### config.mk
export PLATFORM = sky130hd
export DESIGN_NAME = hero_mov_ctrl
export DESIGN_NICKNAME = d
export VERILOG_FILES = /design/src/rtl/hero_mov_ctrl.sv
export SDC_FILE = /design/constraint.sdc
export NUM_CORES = 1
export LEC_CHECK = 0
export CAP_MARGIN = 5
export CORE_ASPECT_RATIO = 1.4
export CORE_UTILIZATION = 57
export CTS_CLUSTER_DIAMETER = 120
export DETAILED_ROUTE_END_ITERATION = 10
export GPL_ROUTABILITY_DRIVEN = 0
export PLACE_DENSITY = 0.81
export SLEW_MARGIN = 20
export SYNTH_ARGS = -nofsm -noshare
export SYNTH_HDL_FRONTEND = slang
export SYNTH_SLANG_ARGS = --single-unit
### constraint.sdc
create_clock -name clk -period 4.8 [get_ports clk]
set_clock_uncertainty 0.2 [all_clocks]
set_input_delay 0.96 -clock clk [delete_from_list [all_inputs] [get_ports clk]]
set_output_delay 0.96 -clock clk [all_outputs]
set_load 0.05 [all_outputs]
### src/rtl/hero_mov_ctrl.sv
// Hero movement controller: keypad presses become timed fly/jump/crouch actions with cooldown.
// Optional one-deep press buffer when MOV_BUFFER_EN is defined.
module hero_mov_ctrl #(
    parameter logic [3:0]  STATE_JUEGO     = 4'd3,
    parameter logic [4:0]  KEY_VOLAR       = 5'd2,
    parameter logic [4:0]  KEY_SALTAR      = 5'd6,
    parameter logic [4:0]  KEY_AGACHAR     = 5'd8,
    parameter int unsigned ACT_CYCLES      = 16,
    parameter int unsigned COOLDOWN_CYCLES = 8,
    parameter int unsigned CNT_W           = 16,
    parameter logic [7:0]  HERO_FLY_MASK   = 8'hFF
) (
    input  logic       clk,
    input  logic       rst,
    input  logic [3:0] presente,
    input  logic       keypad_pressed,
    input  logic [4:0] key,
    input  logic [2:0] heroe_seleccionado,
    output logic [1:0] mov,
    output logic       busy,
    output logic       accepted,
    output logic [2:0] heroe_act
);

    typedef enum logic [1:0] {StIdle, StAction, StCooldown} state_e;

    state_e             state_q, state_d;
    logic [CNT_W-1:0]   cnt_q, cnt_d;
    logic [1:0]         mov_q, mov_d;
    logic               busy_q, busy_d;
    logic               accepted_q, accepted_d;
    logic [2:0]         heroe_act_q, heroe_act_d;
    logic               kp_q;

    logic               press;
    logic               valid;
    logic               done;
    logic [1:0]         code;

`ifdef MOV_BUFFER_EN
    logic               buf_full_q, buf_full_d;
    logic [1:0]         buf_code_q, buf_code_d;
    logic [2:0]         buf_hero_q, buf_hero_d;
`endif

    // Masked fly falls through to the other key compares and so yields code 0.
    always_comb begin
        press = keypad_pressed & ~kp_q;
        code  = 2'd0;
        if (key == KEY_VOLAR && HERO_FLY_MASK[heroe_seleccionado]) begin
            code = 2'd1;
        end else if (key == KEY_SALTAR) begin
            code = 2'd2;
        end else if (key == KEY_AGACHAR) begin
            code = 2'd3;
        end
        valid = press && (code != 2'd0);
    end

    always_comb begin
        state_d     = state_q;
        cnt_d       = cnt_q;
        mov_d       = mov_q;
        heroe_act_d = heroe_act_q;
        accepted_d  = 1'b0;
        done        = 1'b0;
`ifdef MOV_BUFFER_EN
        buf_full_d  = buf_full_q;
        buf_code_d  = buf_code_q;
        buf_hero_d  = buf_hero_q;
`endif
        if (presente != STATE_JUEGO) begin
            state_d = StIdle;
            cnt_d   = '0;
            mov_d   = 2'd0;
`ifdef MOV_BUFFER_EN
            buf_full_d = 1'b0;
`endif
        end else begin
            case (state_q)
                StIdle: begin
                    if (valid) begin
                        state_d     = StAction;
                        cnt_d       = CNT_W'(ACT_CYCLES - 1);
                        mov_d       = code;
                        heroe_act_d = heroe_seleccionado;
                        accepted_d  = 1'b1;
                    end
                end
                StAction: begin
                    if (cnt_q == '0) begin
                        mov_d = 2'd0;
                        if (COOLDOWN_CYCLES == 0) begin
                            done = 1'b1;
                        end else begin
                            state_d = StCooldown;
                            cnt_d   = CNT_W'(COOLDOWN_CYCLES - 1);
                        end
                    end else begin
                        cnt_d = cnt_q - CNT_W'(1);
                    end
                end
                StCooldown: begin
                    if (cnt_q == '0) begin
                        done = 1'b1;
                    end else begin
                        cnt_d = cnt_q - CNT_W'(1);
                    end
                end
                default: begin
                    state_d = StIdle;
                    cnt_d   = '0;
                    mov_d   = 2'd0;
                end
            endcase
`ifdef MOV_BUFFER_EN
            if (state_q != StIdle && valid) begin
                buf_full_d = 1'b1;
                buf_code_d = code;
                buf_hero_d = heroe_seleccionado;
            end
`endif
            if (done) begin
                state_d = StIdle;
                cnt_d   = '0;
`ifdef MOV_BUFFER_EN
                // Chain straight into the buffered action instead of resting in idle.
                if (buf_full_d) begin
                    state_d     = StAction;
                    cnt_d       = CNT_W'(ACT_CYCLES - 1);
                    mov_d       = buf_code_d;
                    heroe_act_d = buf_hero_d;
                    accepted_d  = 1'b1;
                    buf_full_d  = 1'b0;
                end
`endif
            end
        end
        busy_d = (state_d != StIdle);
    end

    always_ff @(posedge clk or posedge rst) begin
        if (rst) begin
            state_q     <= StIdle;
            cnt_q       <= '0;
            mov_q       <= 2'd0;
            busy_q      <= 1'b0;
            accepted_q  <= 1'b0;
            heroe_act_q <= 3'd0;
            kp_q        <= 1'b0;
`ifdef MOV_BUFFER_EN
            buf_full_q  <= 1'b0;
            buf_code_q  <= 2'd0;
            buf_hero_q  <= 3'd0;
`endif
        end else begin
            state_q     <= state_d;
            cnt_q       <= cnt_d;
            mov_q       <= mov_d;
            busy_q      <= busy_d;
            accepted_q  <= accepted_d;
            heroe_act_q <= heroe_act_d;
            kp_q        <= keypad_pressed;
`ifdef MOV_BUFFER_EN
            buf_full_q  <= buf_full_d;
            buf_code_q  <= buf_code_d;
            buf_hero_q  <= buf_hero_d;
`endif
        end
    end

    assign mov       = mov_q;
    assign busy      = busy_q;
    assign accepted  = accepted_q;
    assign heroe_act = heroe_act_q;

endmodule

==> out/qor.csv, run 1 <==
stage,metric,value,unit
synthesis,"EDFF count, synth",0,
synthesis,post-synthesis cell count,154,
layout,FF/Latch Area,651,um2
timing,crit share post-route,59.0,%
clocking,Post-CTS Hold Buffers,0,
setup_path,CP required,4.86,ns
global_routing,first-pass GRT wire length,4.93,mm
clocking,CTS Root Cell,clkbuf_4,
power_and_ir_drop,Worst IR Drop VDD,173,uV
detailed_routing,remaining antenna violation count,0,
setup_path,Crit Path Class,reg -> reg,
synthesis,synthesized flop and latch total,26,
synthesis,Mapped Avg Cell Area,9.27,um2
power_and_ir_drop,internal power,294,uW
synthesis,Mapped Nets,171,
global_routing,antenna violations before repair,0,
power_and_ir_drop,Flop pwr share,56.6,%
floorplan,Die H,61.2,um
place,DP HPWL,2.20,mm
power_and_ir_drop,overall power,397,uW
layout,P&R area growth vs syn,17.5,%
status,outcome,"complete, no violations",
detailed_routing,drt total wl,2.92,mm
setup_path,CP max-delay cell,or3b_2,
layout,layout cells sized above 1,6.43,%
timing,fin. max-slew vios,0,
clocking,post-cts sizing count,0,
floorplan,Rows,21,
place,placed cell areas,1640,um2
setup_path,Worst EP arrival,2.89,ns
layout,"most common cell after layout, fill and taps aside",dfrtp_1,
timing,min cycle time layout,2.83,ns
synthesis,sequential share of the synthesized area,45.6,%
layout,Util after Layout,70.2,%
clocking,Worst-path clk slew,0.14,ns
power_and_ir_drop,power per cell area,237,nW/um2
power_and_ir_drop,Sw Share,26.0,%
timing,setup TNS,0,ns
layout,finished layout cell area,1680,um2
place,IO Port Bufs,21,
timing,setup ws final,1.97,ns
detailed_routing,Via density,6.06,
floorplan,full die area,2710,um2
synthesis,ys flop type,dfrtp_1,
setup_path,worst-path fanout max,6,
global_routing,number of global-route vias before repair,1188,
clocking,CTS tree,done,
clocking,CTS Buf Count,3,
synthesis,Syn Std Cell Area,1430,um2
setup_path,Critical Path Sink Type,register,
min_path,Hold/Removal Path Class,reg -> reg,
clocking,"Clk Latency, worst-skew pair",0.33,ns
setup_path,Worst Path Buf+Inv,1,
global_routing,Overflow after GRT,0,
floorplan,core area,2390,um2
layout,"commonest cells after routing, fill and taps aside","dfrtp_1 (26), clkdlybuf4s50_1 (21), o21ai_0 (16)",
synthesis,Async SR Flop Fraction,100,%
global_routing,GRT Util Overall,24.8,%
floorplan,num ports,22,
flow_run,Max Cap Viol,0,
layout,# diodes,0,
detailed_routing,Remaining DRCs,0,
power_and_ir_drop,clock power share,28.4,%
layout,"non-filler cells, final",205,
place,Place WS,1.67,ns
timing,Least-Margin Pin Slew,0.917,ns
timing,Final setup viols,0,
floorplan,Die X,44.3,um
synthesis,synth warn,0,
clocking,postcts setup bufs,0,
global_routing,largest net degree at the start of global routing,27,
detailed_routing,via count,1243,
place,placed cells,201,
synthesis,Yosys cell types,36,
setup_path,Startpoint Class,register,
timing,RSZ-0062 raised after global routing,false,
power_and_ir_drop,P_sw,103,uW
detailed_routing,drt wl/cell,14.3,um
setup_path,most common cell type on the critical path,or3_1,
clocking,H-tree lvl count,1,
detailed_routing,Iteration-0 DRC Markers,38,
clocking,Max clock buf depth,2,
timing,Rel. slew slack,38.5,%
timing,final hold vios,0,
power_and_ir_drop,Comb power frac,15.0,%
clocking,# clock sinks,26,
timing,worst hold margin,0.318,ns
power_and_ir_drop,Leakage Power,0.787,nW
setup_path,worst path cell trace,inv_1 > ha_1 > or3b_2 > or3_1 > or4_1 > or3_1 > o21ai_0,
detailed_routing,First-pass DRT Iterations,4,
setup_path,CP max stage delay,0.53,ns
timing,Max Fclk,353,MHz
layout,Multi-input gate area,708,um2
floorplan,Starting Density,59.7,%
setup_path,family with the most delay on the worst path,simple AND/OR/NAND/NOR gates,
layout,fillers,193,
layout,fin nets,189,
[layout make-up]
class	instances	share of cell area (%)
Timing Repair Buffer	21	12.5
Sequential cell	26	38.8
Inverter	8	1.79
Multi-Input combinational cell	112	42.2
Clock buffer	4	2.16
Tap cell	34	2.54
[registers in the layout, summed over array words and instances (netlist names)]
register   count
cnt_q         16
heroe_act      3
mov            2
state_q        2
accepted       1
busy           1
kp_q           1
[kinds of logic after synthesis]
| group | synth area share (%) |
|---|---|
| AND/OR/NAND/NOR | 23.3 |
| AO/OA/AOI/OAI | 19.4 |
| adder cells (fa/ha/maj) | 1.75 |
| flip-flops | 45.6 |
| XOR/XNOR | 1.23 |
| multiplexers | 3.94 |
| buffers and inverters | 4.82 |
[per-layer routing]
layer,GRT usage [%],up-vias,routed length [um]
met5,0,-,0
met4,14.7,0,75
met3,3.52,9,105
met2,45.4,30,1580
met1,26.7,606,1170
li1,-,598,-
[Yosys cell counts, types with 2 or more instances]
| cell | instances | area share (%) |
|---|---|---|
| dfrtp_1 | 26 | 46 |
| o21ai_0 | 16 | 5.6 |
| nor2_1 | 14 | 3.7 |
| nand2_1 | 9 | 2.4 |
| nor3_1 | 9 | 3.2 |
| inv_1 | 8 | 2.1 |
| a22o_1 | 6 | 3.7 |
| clkbuf_1 | 6 | 1.6 |
| nor4_1 | 6 | 2.6 |
| a21oi_1 | 5 | 1.8 |
| mux2_2 | 5 | 3.9 |
| a211oi_1 | 4 | 2.1 |
| a21o_1 | 4 | 2.1 |
| or3_1 | 4 | 1.8 |
| nand3_1 | 3 | 1.1 |
| nor2b_1 | 3 | 1.3 |
| or4_1 | 3 | 1.6 |
| ha_1 | 2 | 1.8 |
| nor3b_1 | 2 | 1.1 |
| o31ai_1 | 2 | 1.1 |
| xnor2_1 | 2 | 1.2 |
[worst register-to-register path, delay by kind of cell (launching register included)]
family | cells | cell delay, ns
AND/OR/NAND/NOR | 4 | 1.72
flip-flops | 1 | 0.45
adder cells (fa/ha/maj) | 1 | 0.21
buffers and inverters | 1 | 0.10
AO/OA/AOI/OAI | 1 | 0.08
[path summary, 6_finish.rpt]
kind / startpoint / endpoint / slack, ns / cells after the start
worst max-delay path: cnt_q[0]$_DFFE_PP0P_ / cnt_q[14]$_DFFE_PP0P_ / 1.97 / 7
worst min-delay path: cnt_q[15]$_DFFE_PP0P_ / cnt_q[15]$_DFFE_PP0P_ / 0.32 / 1
worst max register to register: cnt_q[0]$_DFFE_PP0P_ / cnt_q[14]$_DFFE_PP0P_ / 1.97 / 7
worst min register to register: cnt_q[15]$_DFFE_PP0P_ / cnt_q[15]$_DFFE_PP0P_ / 0.32 / 1
max in group asynchronous: rst / cnt_q[11]$_DFFE_PP0P_ / 3.17 / 2
min in group asynchronous: rst / cnt_q[0]$_DFFE_PP0P_ / 0.80 / 2
[power by group through the flow]
stage / combinational [mW] / clock, mW / sequential [mW]
2_1_floorplan: 0.0333 / 0 / 0.233
3_3_place_gp: 0.0573 / 0 / 0.229
3_5_place_dp: 0.0592 / 0 / 0.229
4_1_cts: 0.0598 / 0.115 / 0.225
5_1_grt: 0.0665 / 0.123 / 0.225
6_report: 0.0597 / 0.113 / 0.225
Power figures use the tool's default switching activity.
==> inputs of run 2 (changes only) <==
CORE_UTILIZATION = 48   (was 57)
PLACE_DENSITY = 0.72   (was 0.81)
clock period = 2.3 ns   (was 4.8 ns; I/O delays follow)
==> run 2 against run 1 <==
The run now ends with setup timing left. Clock power grew to 3.4 times the previous value. Global-route usage is 0.16 points higher. Register-to-register slack got worse by 2.1 ns. Non-clock buffer count grew 36. Final area grew 22%. Worst setup slack got worse by 2.1 ns. Combinational power rose to 3.0 times the previous value. Sequential power increased by 110%. Die area increased by 18%. Largest cell class unchanged. Largest power group unchanged.
==> out/qor.csv, run 2 (synthesis results as in run 1) <==
stage,metric,value,unit,change
power_and_ir_drop,clock power share,37.1,%,+8.7 points
timing,Final setup viols,1,,+1
detailed_routing,drt wl/cell,14.1,um,-1.4%
setup_path,worst-path fanout max,2,,-4
min_path,Hold/Removal Path Class,reg -> reg,,
setup_path,Startpoint Class,register,,
layout,Multi-input gate area,764,um2,+8.0%
detailed_routing,First-pass DRT Iterations,4,,unchanged
floorplan,Die X,48.1,um,+8.6%
setup_path,reg2reg end,cnt_q[14]$_DFFE_PP0P_,,
setup_path,worst path cell trace,inv_2 > ha_4 > or3b_4 > or3_4 > or4_4 > or3_1 > o21ai_1,,
power_and_ir_drop,Comb power frac,17.3,%,+2.3 points
setup_path,Worst Path Buf+Inv,1,,unchanged
clocking,H-tree lvl count,1,,unchanged
power_and_ir_drop,Worst IR Drop VDD,454,uV,+160%
global_routing,antenna violations before repair,0,,unchanged
detailed_routing,via count,1366,,+9.9%
layout,Largest Register,cnt_q,,
setup_path,Worst EP arrival,2.41,ns,-0.48 ns
flow_run,Max Cap Viol,0,,unchanged
timing,final hold vios,0,,unchanged
power_and_ir_drop,Flop pwr share,45.6,%,-11 points
layout,"commonest cells after routing, fill and taps aside","buf_4 (36), dfrtp_1 (26), clkdlybuf4s50_1 (21)",,
detailed_routing,Remaining DRCs,0,,unchanged
min_path,HP Start,cnt_q[11]$_DFFE_PP0P_,,
place,Place WS,-0.326,ns,-2.00 ns
global_routing,Overflow after GRT,0,,unchanged
place,placed cells,237,,+18%
timing,Rel. slew slack,65.4,%,+27 points
global_routing,largest net degree at the start of global routing,27,,unchanged
setup_path,R2R Setup Slk,-0.11,ns,-2.08 ns
power_and_ir_drop,internal power,788,uW,+170%
layout,"most common cell after layout, fill and taps aside",buf_4,,
timing,fin. max-slew vios,0,,unchanged
setup_path,Crit Path Class,reg -> reg,,
detailed_routing,remaining antenna violation count,0,,unchanged
setup_path,reg2reg start,cnt_q[1]$_DFFE_PP0P_,,
layout,fin nets,225,,+19%
power_and_ir_drop,P_sw,236,uW,+130%
status,failing checks,setup timing,,
power_and_ir_drop,power per cell area,501,nW/um2,+110%
setup_path,Worst path depth,7,,unchanged
floorplan,Die H,66.5,um,+8.7%
floorplan,num ports,22,,unchanged
setup_path,CP max stage delay,0.42,ns,-0.11 ns
timing,min cycle time layout,2.41,ns,-0.424 ns
clocking,Worst-path clk slew,0.09,ns,-0.05 ns
global_routing,number of global-route vias before repair,1363,,+15%
floorplan,full die area,3200,um2,+18%
timing,setup ws final,-0.107,ns,-2.08 ns
min_path,Hold Path Stages,1,,unchanged
layout,finished layout cell area,2040,um2,+22%
clocking,CTS tree,done,,
layout,P&R area growth vs syn,43.1,%,
setup_path,CP max-delay cell,or4_4,,
floorplan,Rows,23,,+9.5%
layout,# diodes,0,,unchanged
status,outcome,finished with violations,,
detailed_routing,Via density,5.60,,-7.7%
place,DP HPWL,2.58,mm,+17%
clocking,"Clk Latency, worst-skew pair",0.27,ns,-0.06 ns
layout,FF/Latch Area,651,um2,unchanged
layout,"non-filler cells, final",244,,+19%
global_routing,GRT Util Overall,25.0,%,+0.16 points
detailed_routing,drt total wl,3.43,mm,+17%
floorplan,core area,2850,um2,+19%
layout,fillers,204,,+5.7%
floorplan,Starting Density,50.1,%,-9.6 points
timing,Least-Margin Pin Slew,0.518,ns,-0.399 ns
power_and_ir_drop,Sw Share,23.1,%,-2.9 points
setup_path,CP required,2.31,ns,-2.55 ns
setup_path,R2R depth,7,,unchanged
place,placed cell areas,1900,um2,+15%
clocking,CTS Root Cell,clkbuf_8,,
clocking,CTS Buf Count,3,,unchanged
global_routing,first-pass GRT wire length,5.68,mm,+15%
min_path,end of the worst hold path,cnt_q[11]$_DFFE_PP0P_,,
timing,crit share post-route,105,%,+46 points
layout,layout cells sized above 1,28.5,%,+22 points
clocking,# clock sinks,26,,unchanged
power_and_ir_drop,Leakage Power,0.992,nW,+26%
timing,RSZ-0062 raised after global routing,true,,
setup_path,family with the most delay on the worst path,simple AND/OR/NAND/NOR gates,,
setup_path,Critical Path Sink Type,register,,
detailed_routing,Iteration-0 DRC Markers,20,,-47%
power_and_ir_drop,overall power,1.02,mW,+160%
place,IO Port Bufs,21,,unchanged
timing,Max Fclk,416,MHz,+18%
clocking,Max clock buf depth,2,,unchanged
layout,max FFs per register,16,,unchanged
-- run 2: cell types whose count changed in the layout (fill, tap and decap cells not counted), moves of 2 or more --
| cell | change |
|---|---|
| buf_4 | +36 |
| or4_1 | -3 |
| or4_4 | +3 |
| clkbuf_4 | -3 |
| clkbuf_8 | +2 |
| inv_2 | +2 |
-- run 2: layout make-up --
type                    count  share of cell area (%)
inverters                   8                    1.47
multi-input cells         112                    37.4
repair buffers             57                    23.5
clock buffers               3                    2.02
clock inverters             1                    1.47
well taps                  37                    2.27
flip-flops and latches     26                    31.8
-- run 2: power by group through the flow --
stage / clock network [mW] / logic [mW] / registers [mW]
final: 0.380 / 0.177 / 0.467
after global routing: 0.401 / 0.193 / 0.467
after CTS: 0.389 / 0.173 / 0.467
after detailed placement: 0 / 0.162 / 0.476
after global placement: 0 / 0.158 / 0.475
after floorplan: 0 / 0.0711 / 0.486
-- run 2: stage by stage --
stage | setup TNS, ns | hold WS (ns) | utilization [%]
after global routing | -0.484 | 0.342 | 71.7
final | -0.107 | 0.305 | 71.7
after CTS | -0.146 | 0.313 | 70.7
after detailed placement | -5.15 | 0.297 | 66.5
after global placement | -3.61 | 0.294 | 66.5
after floorplan | -0.247 | 0.252 | -
-- run 2: repair_timing --
item	in CTS	in global routing
buffers inserted	2	1
resized for setup	9	5
hold buffers	0	0
pin swaps	1	1
endpoints found under the setup margin	5	16
-- run 2: worst max path at each step --
stage,from,endpoint
finish,cnt_q[1]$_DFFE_PP0P_,cnt_q[14]$_DFFE_PP0P_
global route,cnt_q[0]$_DFFE_PP0P_,cnt_q[14]$_DFFE_PP0P_
CTS,cnt_q[1]$_DFFE_PP0P_,cnt_q[14]$_DFFE_PP0P_
detailed placement,key[3],heroe_act[1]$_DFFE_PP0P_
global placement,key[3],heroe_act[0]$_DFFE_PP0P_
floorplan,cnt_q[4]$_DFFE_PP0P_,cnt_q[14]$_DFFE_PP0P_
-- run 2: metal layers --
metal / GRT usage, % / vias up / part of all wire (%)
met5: 0 / - / 0
met4: 7.64 / 0 / 1.1
met3: 2.98 / 4 / 2.6
met2: 48.5 / 23 / 57
met1: 25.5 / 659 / 39
li1: - / 680 / -
